<file path="config.mk">
export PLATFORM = sky130hd
export DESIGN_NAME = rom
export DESIGN_NICKNAME = d
export VERILOG_FILES = /design/src/rtl/rom_pkg.sv /design/src/rtl/rom_lut.sv /design/src/rtl/rom.sv
export SDC_FILE = /design/constraint.sdc
export NUM_CORES = 1
export LEC_CHECK = 0
export BUFFER_PORTS_ARGS = -buffer_cell sky130_fd_sc_hd__buf_2
export CORE_MARGIN = 4
export CORE_UTILIZATION = 30
export DETAILED_ROUTE_END_ITERATION = 7
export PLACE_DENSITY = 0.64
export SLEW_MARGIN = 5
export SYNTH_ARGS = -nofsm -noshare
export SYNTH_HDL_FRONTEND = slang
export SYNTH_SLANG_ARGS = --single-unit
export TNS_END_PERCENT = 10
</file>
<file path="constraint.sdc">
create_clock -name clk -period 1.25 [get_ports clk]
set_input_delay 0.3125 -clock clk [delete_from_list [all_inputs] [get_ports clk]]
set_output_delay 0.3125 -clock clk [all_outputs]
set_load 0.01 [all_outputs]
</file>
<file path="src/rtl/rom_pkg.sv">
// Shared constants and the fixed content table for the 16 x 16 lookup ROM.
package rom_pkg;

   localparam int ROM_DATA_W = 16;
   localparam int ROM_ADDR_W = 4;
   localparam int ROM_DEPTH  = 16;

   localparam logic [ROM_DATA_W-1:0] ROM_INIT [0:ROM_DEPTH-1] = '{
      16'h5601, 16'h3401, 16'h7802, 16'h2303,
      16'h1A04, 16'h0B05, 16'h4C06, 16'h6D07,
      16'h9E08, 16'hAF09, 16'hB00A, 16'hC10B,
      16'hD20C, 16'hE30D, 16'hF40E, 16'h5401
   };

endpackage

</file>
<file path="src/rtl/rom_lut.sv">
// Combinational address-to-word decode of the fixed ROM contents.
module rom_lut
   import rom_pkg::*;
(
   input  logic [ROM_ADDR_W-1:0] addr,
   output logic [ROM_DATA_W-1:0] data
);

   // Full decode of the 16 constant words
   always_comb begin
      data = 16'h0000;
      case (addr)
         4'h0:    data = 16'h5601;
         4'h1:    data = 16'h3401;
         4'h2:    data = 16'h7802;
         4'h3:    data = 16'h2303;
         4'h4:    data = 16'h1A04;
         4'h5:    data = 16'h0B05;
         4'h6:    data = 16'h4C06;
         4'h7:    data = 16'h6D07;
         4'h8:    data = 16'h9E08;
         4'h9:    data = 16'hAF09;
         4'hA:    data = 16'hB00A;
         4'hB:    data = 16'hC10B;
         4'hC:    data = 16'hD20C;
         4'hD:    data = 16'hE30D;
         4'hE:    data = 16'hF40E;
         4'hF:    data = 16'h5401;
         default: data = 16'h0000;
      endcase
   end

endmodule

</file>
<file path="src/rtl/rom.sv">
// 16-word ROM with a registered one-cycle read port and a valid flag.
module rom
   import rom_pkg::*;
#(
   parameter int DATA_W = 16,
   parameter int ADDR_W = 4
) (
   input  logic              clk,
   input  logic              rst_n,
   input  logic [ADDR_W-1:0] addr,
   output logic [DATA_W-1:0] out,
   output logic              out_valid
);

   logic [ROM_DATA_W-1:0] lut_data;
   logic [DATA_W-1:0]     out_d;
   logic [DATA_W-1:0]     out_q;
   logic                  out_valid_d;
   logic                  out_valid_q;

   rom_lut u_lut (
      .addr (addr),
      .data (lut_data)
   );

   // Next-state: every edge out of reset captures the looked-up word
   always_comb begin
      out_d       = lut_data;
      out_valid_d = 1'b1;
   end

   // Output registers with synchronous active-low reset
   always_ff @(posedge clk) begin
      if (!rst_n) begin
         out_q       <= 16'h0000;
         out_valid_q <= 1'b0;
      end else begin
         out_q       <= out_d;
         out_valid_q <= out_valid_d;
      end
   end

   assign out       = out_q;
   assign out_valid = out_valid_q;

endmodule

</file>
; ---- After elaboration in Yosys (flattened, before gate mapping)
; Memory sizes are Yosys's and may differ from the RTL's. A register that Yosys moved wholly into a read port is not among the register bits.
; Cells that the tools add are included.
[classes]
muxes = 1
reduce_logical = 1
[op_table]
columns = op, n
row1 = $logic_not 1->1, 1
row2 = $mux 1, 1
[word_totals]
mem_bits_ro = 192
out_inout_bits = 17
in_bits = 6
wordCells = 5
regBits = 17
memories = 1
[memory_table]
columns = name, depth, word_bits, rd, rd_ports_with_merged_regs, write_ports, line_no
row1 = (no name shown), 16, 12, 1, 1, 0, rom_lut.sv:12  ; case (addr)

; ---- Longest topological paths before layout
; Gate-level depths: netlist of run 1.
[depth]
depth_word = 1
mapped_depth = 5
ltp_nobuf = 5

; ---- Modules after synthesis
; From an unflattened synthesis of run 1, not the netlist that was laid out.
[unflattened]
hier_cells = 83
hier_area_um2 = 874.6
[by_module_without_submodules]
columns = mod, area_per_inst_um2, seq_area_each_um2, cells_per_inst, n_inst
row1 = rom, 466.7, 340.3, 34, 1
row2 = rom_lut, 407.9, 0.0, 49, 1

; ---- Least setup slack after synthesis of run 1
; OpenSTA, ideal clock, no wires.
[synth_path]
kind = input port to flip-flop
start = in addr[0]
end = reg out_q[0], in the netlist out[0]
arrival_time_ps = 983
required_ps = 1180
setup_slack_ps = 197
stages = 4
setup_ps = 70
n_path_buf = 0
cell_sequence = inv_1 -> ha_1 -> or3_1 -> a21boi_1
[synth_lines]
columns = item, line_no
row1 = "start, declared", rom.sv:10  ; input logic [ADDR_W-1:0] addr,
row2 = "end, declared", rom.sv:17  ; logic [DATA_W-1:0] out_q;

; ---- Worst setup path after layout of run 1
[layout_path]
start = reg out_q[3], in the netlist out[3]
end = out out[3]
[layout_lines]
columns = item, line_no
row1 = "end, declared", rom.sv:11  ; output logic [DATA_W-1:0] out,
; No word-level cell between the ends.

==> summary.md, run 1 <==
| Metric | Value |
|---|---|
| Status | `complete, no violations` |
| Worst VDD drop | `0.0004048 V` |
| WS Path Type | `register to output pin` |
| Root buf cell | `clkbuf_4` |
| Crit path max-delay family | `flip-flops` |
| CP max-delay cell | `dfxtp_1` |
| Core Box Area | `0.001962 mm2` |
| Final wirelength | `1124 um` |
| Number of port buffers | `18` |
| Post-route ant nets | `0` |
| Worst path max stage delay | `0.32 ns` |
| First-pass GRT wire length | `1773 um` |
| Fmax | `0.9663 GHz` |
| Residual DRC count | `0` |
| CP cell instances | `buf_2` |
| Minimum clock period | `1.035 ns` |
| Overall power | `0.8648 mW` |
| Initial core utilization | `31.82%` |
| Dpl ws | `-0.01143 ns` |
| Fin Hold WS | `0.2722 ns` |
| TritonRoute pass-1 iters | `4` |
| Die width | `53.62 um` |
| Post-Syn Area | `624.3 um2` |
| Share of cells above drive strength 1 | `28.24%` |
| Unrepaired setup endpoints after global routing | `no` |
| Final period util | `82.79%` |
| Final Hold Viols | `0` |
| Critical Path RT | `0.94 ns` |
| Most frequent cells in the layout | `buf_2 (18), dfxtp_1 (12), ha_1 (9)` |
| Tot GR Track Use | `8.991%` |
| Yosys Warn Count | `0` |
| Design Area, Final | `739.5 um2` |
| Max-cap check violation count | `0` |
| Met2 WL | `532 um` |
| Endpoints failing setup | `0` |
| Initial antenna violation count | `0` |
| Crit path DAT | `0.72 ns` |
| Synthesized area per cell | `9.319 um2` |
| Drt via density | `4.357` |
| Post-DP Area | `703.2 um2` |
| Die H | `53.62 um` |
| Die Footprint | `0.002875 mm2` |
| Pwr per Cell Area | `1169 mW/mm2` |
| Sequential area share after synthesis | `38.48%` |
| Wire per inst | `10.04 um` |
| Crit Path Max Fanout | `2` |
| Hold Crit Class | `input pin to register` |
| CTS Buf Count | `3` |
| Max Used Layer | `met4` |
| Area Overhead vs Synth | `18.44%` |
| Critical Path End Type | `output pin` |
| Diode count | `0` |
| Resized cells post-CTS | `0` |
| Met1 Wirelength | `464 um` |
| RD Place Congestion | `0.8420` |
| Leading cell type in the layout, fill and taps excluded | `buf_2` |
| CP Launch Type | `register` |
| Clock Sinks | `12` |
| Met3 wire len | `92 um` |
| Cts hold-fix bufs | `0` |
| Nets | `101` |
| Vias in the first global route | `409` |
| Remaining Overflow, GRT | `0` |
| TritonCTS clock tree | `done` |
| Lkg Pwr | `0.3846 nW` |
| Initial drt markers | `11` |
| DPL Wire Length | `863.3 um` |
| Largest net degree at the start of global routing | `17` |
| H-Tree Depth | `1` |
| Slew Limit Fails | `0` |
| Rows | `16` |
| Library cells used by synthesis | `21` |
| Worst-path clk slew | `0.07 ns` |
| Setup repair bufs after CTS | `0` |
| Vias | `488` |
| Worst-case clock buffer depth | `2` |
| Cell count after synthesis | `67` |
| Final setup margin | `0.2151 ns` |
| # fillers | `208` |
| Synth Register Bits | `12` |
| Ports | `23` |
| Worst Path Buf+Inv | `1` |
## area by class of cell
class,instances,area [um2],area share [%]
inverter,4,15.01,2.030
clock buffer,4,36.28,4.907
sequential,12,240.2,32.49
timing repair buffer,19,97.59,13.20
multi-input combinational,46,316.6,42.81
tap,27,33.78,4.569
## cells in the mapped netlist
library cell / number / area [um2]
o211a_1: 1 / 10.01
nor3_1: 1 / 5.000
a21boi_0: 1 / 7.510
o21ai_0: 6 / 30.03
buf_6: 1 / 11.26
mux2i_1: 1 / 10.01
nand3_1: 1 / 5.000
conb_1: 1 / 3.750
o22ai_1: 2 / 12.51
buf_4: 7 / 52.55
nor2_1: 3 / 11.26
inv_1: 4 / 15.01
a21oi_1: 5 / 25.02
nor2b_1: 3 / 18.77
mux2_2: 1 / 11.26
or3_1: 1 / 6.260
nand2_1: 5 / 18.77
o311a_1: 1 / 10.01
dfxtp_1: 12 / 240.2
a21boi_1: 1 / 7.510
ha_1: 9 / 112.6
## path summary, 6_finish.rpt
path / to / depth (start not counted) / startpoint / slack, ns
setup / recovery: out[3] / 1 / out[3] / 0.22
hold / removal: out_valid / 1 / rst_n / 0.27
## per-layer routing
| metal | global-route usage, % | vias up |
|---|---|---|
| met2 | 12.65 | 22 |
| met4 | 8.511 | 0 |
| met5 | 0 | - |
| met1 | 10.32 | 211 |
| met3 | 3.324 | 4 |
| li1 | - | 251 |
## cells by family after synthesis
group                    count (synthesis)  synth area share (%)
other                                    1                0.6006
flip-flops                              12                 38.48
multiplexers                             2                 3.407
adder cells (fa/ha/maj)                  9                 18.04
AO/OA/AOI/OAI                           17                 16.43
AND/OR/NAND/NOR                         14                 10.42
buffers and inverters                   12                 12.62
## power by group
part | internal [mW] | switching, mW
combinational | 0.0590 | 0.0878
clock | 0.177 | 0.126
sequential | 0.409 | 0.00533
## sequential cells by signal (all words and copies together), names as in the netlist
register and count:
out 11, out_valid 1
## stage by stage
stage          cells  utilization [%]  TNS [ns]
2_1_floorplan     70                -         0
3_3_place_gp     108            35.84         0
3_5_place_dp     108            35.84  -0.01143
4_1_cts          112            37.69         0
5_1_grt          112            37.69         0
6_report         112            37.69         0
Power figures use the tool's default switching activity.
==> run 2: changes to the inputs <==
Clock period 1.25 ns to 1 ns, I/O delays scaled along.
==> run 2 against run 1 <==
Against the previous run: critical path depth did not move; routed wire length rose by 8.1%; first-iteration DRC count fell by 45%; sequential power rose by 25%; final area rose by 9.3%; global-route usage barely moved; flip-flop and latch count did not move; critical endpoint unchanged; largest cell class unchanged.
==> summary.md, run 2 (same netlist as run 1, synthesis figures left out) <==
| Metric | Value |
|---|---|
| Pwr per Cell Area | `1371 mW/mm2 (+17%)` |
| Largest net degree at the start of global routing | `12 (-5)` |
| Lkg Pwr | `0.4285 nW (+11%)` |
| Share of cells above drive strength 1 | `36.17% (+7.9 points)` |
| CTS Buf Count | `3 (unchanged)` |
| Fmax | `1.038 GHz` |
| Die width | `53.62 um (unchanged)` |
| Final Hold Viols | `0 (unchanged)` |
| WS Path Type | `register to output pin` |
| Endpoints failing setup | `0 (unchanged)` |
| Nets | `110 (+8.9%)` |
| Die H | `53.62 um (unchanged)` |
| Remaining Overflow, GRT | `0 (unchanged)` |
| Die Footprint | `0.002875 mm2 (unchanged)` |
| Rows | `16 (unchanged)` |
| Switching pwr | `0.2803 mW (+28%)` |
| RD Place Congestion | `0.8163 (-3.1%)` |
| Crit Path Max Fanout | `2 (unchanged)` |
| Critical Path RT | `0.75 ns (-0.19 ns)` |
| Unrepaired setup endpoints after global routing | `no` |
| Critical Path End Type | `output pin` |
| Initial core utilization | `31.82% (unchanged)` |
| Overall power | `1.108 mW (+28%)` |
| Number of port buffers | `18 (unchanged)` |
| DPL Wire Length | `938 um (+8.7%)` |
| First-pass GRT wire length | `1828 um (+3.1%)` |
| Setup repair bufs after CTS | `0 (unchanged)` |
| Vias | `521 (+6.8%)` |
| Initial drt markers | `6 (-5)` |
| Leading cell type in the layout, fill and taps excluded | `buf_2` |
| CP cell instances | `buf_2` |
| Residual DRC count | `0 (unchanged)` |
| Core Box Area | `0.001962 mm2 (unchanged)` |
| Root buf cell | `clkbuf_4` |
| Final period util | `96.35%` |
| Final wirelength | `1215 um (+8.1%)` |
| Max reg flops | `11 (unchanged)` |
| Post-route ant nets | `0 (unchanged)` |
| Crit path DAT | `0.71 ns (about the same)` |
| Area Overhead vs Synth | `29.46%` |
| Crit path max-delay family | `flip-flops` |
| Worst path depth | `1 (unchanged)` |
| CP max-delay cell | `dfxtp_2` |
| Status | `complete, no violations` |
| Vias in the first global route | `441 (+7.8%)` |
| Gate power share | `19.0% (+2.0 points)` |
| Initial antenna violation count | `0 (unchanged)` |
| Max-cap check violation count | `0 (unchanged)` |
| Diode count | `0 (unchanged)` |
| TritonCTS clock tree | `done` |
| # fillers | `212 (+1.9%)` |
| Reg power frac | `46.7% (-1.2 points)` |
| Slew Limit Fails | `0 (unchanged)` |
| Worst-path clk slew | `0.07 ns (about the same)` |
| Wire per inst | `10.04 um (about the same)` |
| Fin Hold WS | `0.2093 ns (-0.06288 ns)` |
| Drt via density | `4.306 (-1.2%)` |
| Int Pwr | `0.8281 mW (+28%)` |
| Ports | `23 (unchanged)` |
| Minimum clock period | `0.9635 ns` |
| Most frequent cells in the layout | `buf_2 (18), dfxtp_1 (11), buf_4 (10)` |
| Clock power frac | `34.3% (-0.8 points)` |
| Worst VDD drop | `0.0005000 V (+24%)` |
| Footprint of the multi-input gates | `316.6 um2 (unchanged)` |
| H-Tree Depth | `1 (unchanged)` |
| Sequential Area | `241.5 um2 (+0.52%)` |
| Hold Crit Class | `input pin to register` |
| Clock Sinks | `12 (unchanged)` |
| WHS Path Cells | `1 (unchanged)` |
| Worst-case clock buffer depth | `2 (unchanged)` |
| CP Launch Type | `register` |
| Worst Path Buf+Inv | `1 (unchanged)` |
| TritonRoute pass-1 iters | `4 (unchanged)` |
| Sw Share | `25.29% (-0.10 points)` |
| Worst path max stage delay | `0.32 ns (about the same)` |
| Tot GR Track Use | `8.997% (about the same)` |
==> run 2: what timing repair did <==
item / in CTS / in global routing
hold buffers: 0 / 0
setup endpoints to repair: 0 / 2
gates resized for setup: 0 / 1
==> run 2: cell type report <==
cell class / count / share of cell area (%)
sequential: 12 / 29.88
tap: 27 / 4.180
timing repair buffer: 28 / 20.43
multi-input combinational: 46 / 39.16
clock buffer: 4 / 4.489
inverter: 4 / 1.858
==> run 2: path summary, 6_finish.rpt <==
kind	from	endpoint	slack [ns]
worst max-delay path	out[3]	out[3]	0.04
worst min-delay path	rst_n	out_valid	0.21
==> run 2: through the flow <==
step | util (%) | std cells | TNS, ns | setup slack, ns | instance area, um2
floorplan | - | 70 | 0 | 0.009288 | 635.6
global placement | 39.29 | 117 | -0.9604 | -0.1849 | 770.7
detailed placement | 39.29 | 117 | -1.044 | -0.1931 | 770.7
CTS | 41.14 | 121 | 0 | 0.01987 | 807.0
global route | 41.20 | 121 | 0 | 0.008586 | 808.3
finish | 41.20 | 121 | 0 | 0.03648 | 808.3
==> run 2: metal layers <==
metal	wire [um]	track usage [%]	up-vias
li1	-	-	268
met1	527	10.33	226
met2	538	13.67	23
met3	119	2.493	4
met4	29	7.660	0
met5	0	0	-
==> run 2: power groups by stage <==
stage | registers [mW] | logic, mW | clock network [mW]
2_1_floorplan | 0.550 | 0.113 | 0
3_3_place_gp | 0.529 | 0.211 | 0
3_5_place_dp | 0.529 | 0.212 | 0
4_1_cts | 0.518 | 0.213 | 0.384
5_1_grt | 0.520 | 0.236 | 0.413
6_report | 0.518 | 0.211 | 0.380
==> run 3: changes to the inputs <==
Settings changed: HOLD_SLACK_MARGIN set to 0.03, PLACE_DENSITY 0.64 to 0.61, SLEW_MARGIN 5 to unset, SYNTH_HIERARCHICAL set to 1.
==> run 3 against run 2 <==
Against the previous run: the run now ends with negative setup slack left; utilization increased by 0.82 points; cell count increased by 21%; maximum frequency decreased by 13%; clock power decreased by 8.2%; area after synthesis increased by 40%; first-iteration DRC count increased by 50%; die area increased by 34%; largest power group unchanged.
==> summary.md, run 3 <==
| Metric | Value |
|---|---|
| Area Overhead vs Synth | `33.62%` |
| Hold EP | `out_valid` |
| Post-route ant nets | `0 (unchanged)` |
| TritonRoute pass-1 iters | `4 (unchanged)` |
| Synthesized area per cell | `10.54 um2 (+13%)` |
| CP startpoint | `addr[1]` |
| Critical Path End Type | `register` |
| Final period util | `110.5% (+14 points)` |
| Slew Limit Fails | `0 (unchanged)` |
| Cell with the most instances after synthesis | `dfxtp_1` |
| GR peak layer | `met2` |
| Top cells by count, synth | `dfxtp_1 (17), and2_2 (12), ha_1 (10), buf_4 (7), inv_1 (5)` |
| Hold Crit Class | `input pin to register` |
| Sequential area share after synthesis | `38.91% (+0.44 points)` |
| Hold_sp | `rst_n` |
| H-Tree Depth | `1 (unchanged)` |
| Max-cap check violation count | `0 (unchanged)` |
| Die H | `62.00 um (+16%)` |
| Post-DP Area | `0.001064 mm2 (+38%)` |
| Setup TNS | `-0.1701 ns (-0.1701 ns)` |
| # fillers | `278 (+31%)` |
| Lkg Pwr | `0.5739 nW (+34%)` |
| Post-synthesis compound-gate area fraction | `7.439% (-9.0 points)` |
| Minimum clock period | `1.105 ns (+0.1417 ns)` |
| Met2 Use GR | `14.50% (+0.82 points)` |
| Vias in the first global route | `546 (+24%)` |
| Ports | `23 (unchanged)` |
| Crit path DAT | `1.29 ns (+0.58 ns)` |
| WS Path Type | `input pin to register` |
| Synth Register Bits | `17 (+5)` |
| Remaining Overflow, GRT | `0 (unchanged)` |
| Vias | `610 (+17%)` |
| Root buf cell | `clkbuf_4` |
| Cell count after synthesis | `83 (+24%)` |
| First-pass GRT wire length | `2290 um (+25%)` |
| Initial antenna violation count | `0 (unchanged)` |
| Crit Path Max Fanout | `4 (+2)` |
| Library cells used by synthesis | `24 (+14%)` |
| Footprint of the multi-input gates | `490.5 um2 (+55%)` |
| Post-Syn Area | `874.6 um2 (+40%)` |
| Unrepaired setup endpoints after global routing | `yes` |
| RD Place Congestion | `0.7920 (-3.0%)` |
| Leading cell type in the layout, fill and taps excluded | `buf_2` |
| Pwr per Cell Area | `1190 mW/mm2 (-13%)` |
| Residual DRC count | `0 (unchanged)` |
| Diode count | `0 (unchanged)` |
| Max reg flops | `16 (+5)` |
| Die width | `62.00 um (+16%)` |
| Largest cells by area after synthesis | `dfxtp_1 (39%), ha_1 (14%), and2_2 (10%)` |
| Post-synth EDFFs | `0 (unchanged)` |
| Grt met1 use | `9.340% (-0.99 points)` |
| Violated checks | `negative setup slack` |
| Top_reg_cell synth | `dfxtp_1` |
| Critical Path RT | `1.19 ns (+0.44 ns)` |
| Worst-path clk slew | `0.10 ns (+0.03 ns)` |
| Yosys Warn Count | `6 (+6)` |
| Multiplexer share of the synthesized area | `9.013% (+5.6 points)` |
| Largest family of logic cells by synthesized area | `simple AND/OR/NAND/NOR gates` |
| Initial core utilization | `31.44% (-0.38 points)` |
| Worst-case clock buffer depth | `2 (unchanged)` |
| Drt via density | `4.150 (-3.6%)` |
| TritonCTS clock tree | `done` |
| CTS Buf Count | `3 (unchanged)` |
| Status | `complete, but fails checks` |
| Met3 GRT Util | `1.240% (-1.3 points)` |
| Async SR Flop Fraction | `0% (unchanged)` |
| Simple-gate share of the synthesized area | `18.74% (+8.3 points)` |
| Wire per inst | `10.44 um (+3.9%)` |
| Nets | `133 (+21%)` |
| CP Launch Type | `input pin` |
| WHS Path Cells | `1 (unchanged)` |
| Design Area, Final | `0.001169 mm2 (+45%)` |
| Number of port buffers | `22 (+4)` |
| Die Footprint | `0.003843 mm2 (+34%)` |
| Fin Hold WS | `0.2279 ns (+0.01853 ns)` |
| Worst VDD drop | `0.0008725 V (+74%)` |
| Area share of the largest cell type after synthesis | `38.91% (+0.44 points)` |
| Endpoints failing setup | `3 (+3)` |
| Share of cells above drive strength 1 | `56.03% (+20 points)` |
| Post-synthesis xor/xnor area fraction | `0% (unchanged)` |
| Core Box Area | `0.002781 mm2 (+42%)` |
| Final wirelength | `1534 um (+26%)` |
| Final setup margin | `-0.1052 ns (-0.1417 ns)` |
| Tot GR Track Use | `8.083% (-0.91 points)` |
| Setup repair bufs after CTS | `0 (unchanged)` |
| Final Hold Viols | `0 (unchanged)` |
| Util after Layout | `42.02% (+0.82 points)` |
| Sequential Area | `344.1 um2 (+42%)` |
| Initial drt markers | `9 (+3)` |
| Rows | `19 (+3)` |
| Synth area leader | `dfxtp_1` |
| Clock Sinks | `17 (+5)` |
| Largest net degree at the start of global routing | `18 (+6)` |
| Most frequent cells in the layout | `buf_2 (17), dfxtp_1 (14), buf_4 (13)` |
| Overall power | `1.390 mW (+25%)` |
| DPL Wire Length | `1161 um (+24%)` |
| Synth Area in Adders | `14.31% (-3.7 points)` |
| Fmax | `0.9048 GHz (-13%)` |
## run 3: cell count changes in the layout (fill, tap and decap cells not counted), moves of 3 or more
cell and delta:
ha_4 +3, o21ai_0 -3, a21oi_1 -4, buf_4 +3, dfxtp_1 +3, and2_2 +12
ha_1 -3, nand2_1 -3, buf_6 +4, and2_1 +3
## run 3: worst max-delay path by stage
| stage | to | slack, ns | depth (start not counted) |
|---|---|---|---|
| global route | out[12] | -0.11 | 5 |
| finish | out[12] | -0.11 | 5 |
| global placement | out[9] | -0.36 | 6 |
| floorplan | out[12] | -0.21 | 4 |
| CTS | out[12] | -0.05 | 5 |
| detailed placement | out[9] | -0.38 | 6 |
## run 3: area by class of cell
| class | instances | area share (%) |
|---|---|---|
| timing repair buffer | 35 | 20.77 |
| multi-input combinational | 54 | 41.97 |
| sequential | 17 | 29.44 |
| tap | 31 | 3.319 |
| clock buffer | 4 | 2.248 |
| inverter | 6 | 2.248 |
## run 3: logic make-up (layout without fill, tap and decap cells)
logic type | Yosys count | count (layout)
other | 1 | 4
multiplexers | 6 | 6
flip-flops | 17 | 17
buffers and inverters | 15 | 45
adder cells (fa/ha/maj) | 10 | 10
AND/OR/NAND/NOR | 24 | 24
AO/OA/AOI/OAI | 10 | 10
## run 3: critical path, stage by stage
cell        delay [ns]
buf_8             0.08
clkinvlp_4        0.16
ha_4              0.21
mux4_2            0.45
and2_4            0.15
## run 3: layer usage
| metal | vias to the layer above | wire (um) |
|---|---|---|
| met1 | 273 | 622 |
| met2 | 16 | 787 |
| met4 | 0 | 12 |
| met5 | - | 0 |
| met3 | 2 | 112 |
| li1 | 319 | - |
## run 3: repair_timing
| action | CTS | global route |
|---|---|---|
| pin swaps | 1 | 2 |
| endpoints found under the setup margin | 3 | 16 |
| hold endpoints to repair | 0 | 0 |
| hold buffers | 0 | 0 |
| resized for setup | 4 | 14 |
## run 3: report_power, final
part / leakage [nW] / switching (mW) / internal, mW
Sequential: 0.142 / 0.00976 / 0.722
Combinational: 0.417 / 0.142 / 0.167
Clock: 0.0150 / 0.195 / 0.154
## run 3: stage by stage
stage                     cells  worst slack (ns)
after floorplan              86           -0.2086
after global placement      143           -0.3631
after detailed placement    143           -0.3788
after CTS                   147          -0.05243
after global routing        147           -0.1116
final                       147           -0.1052
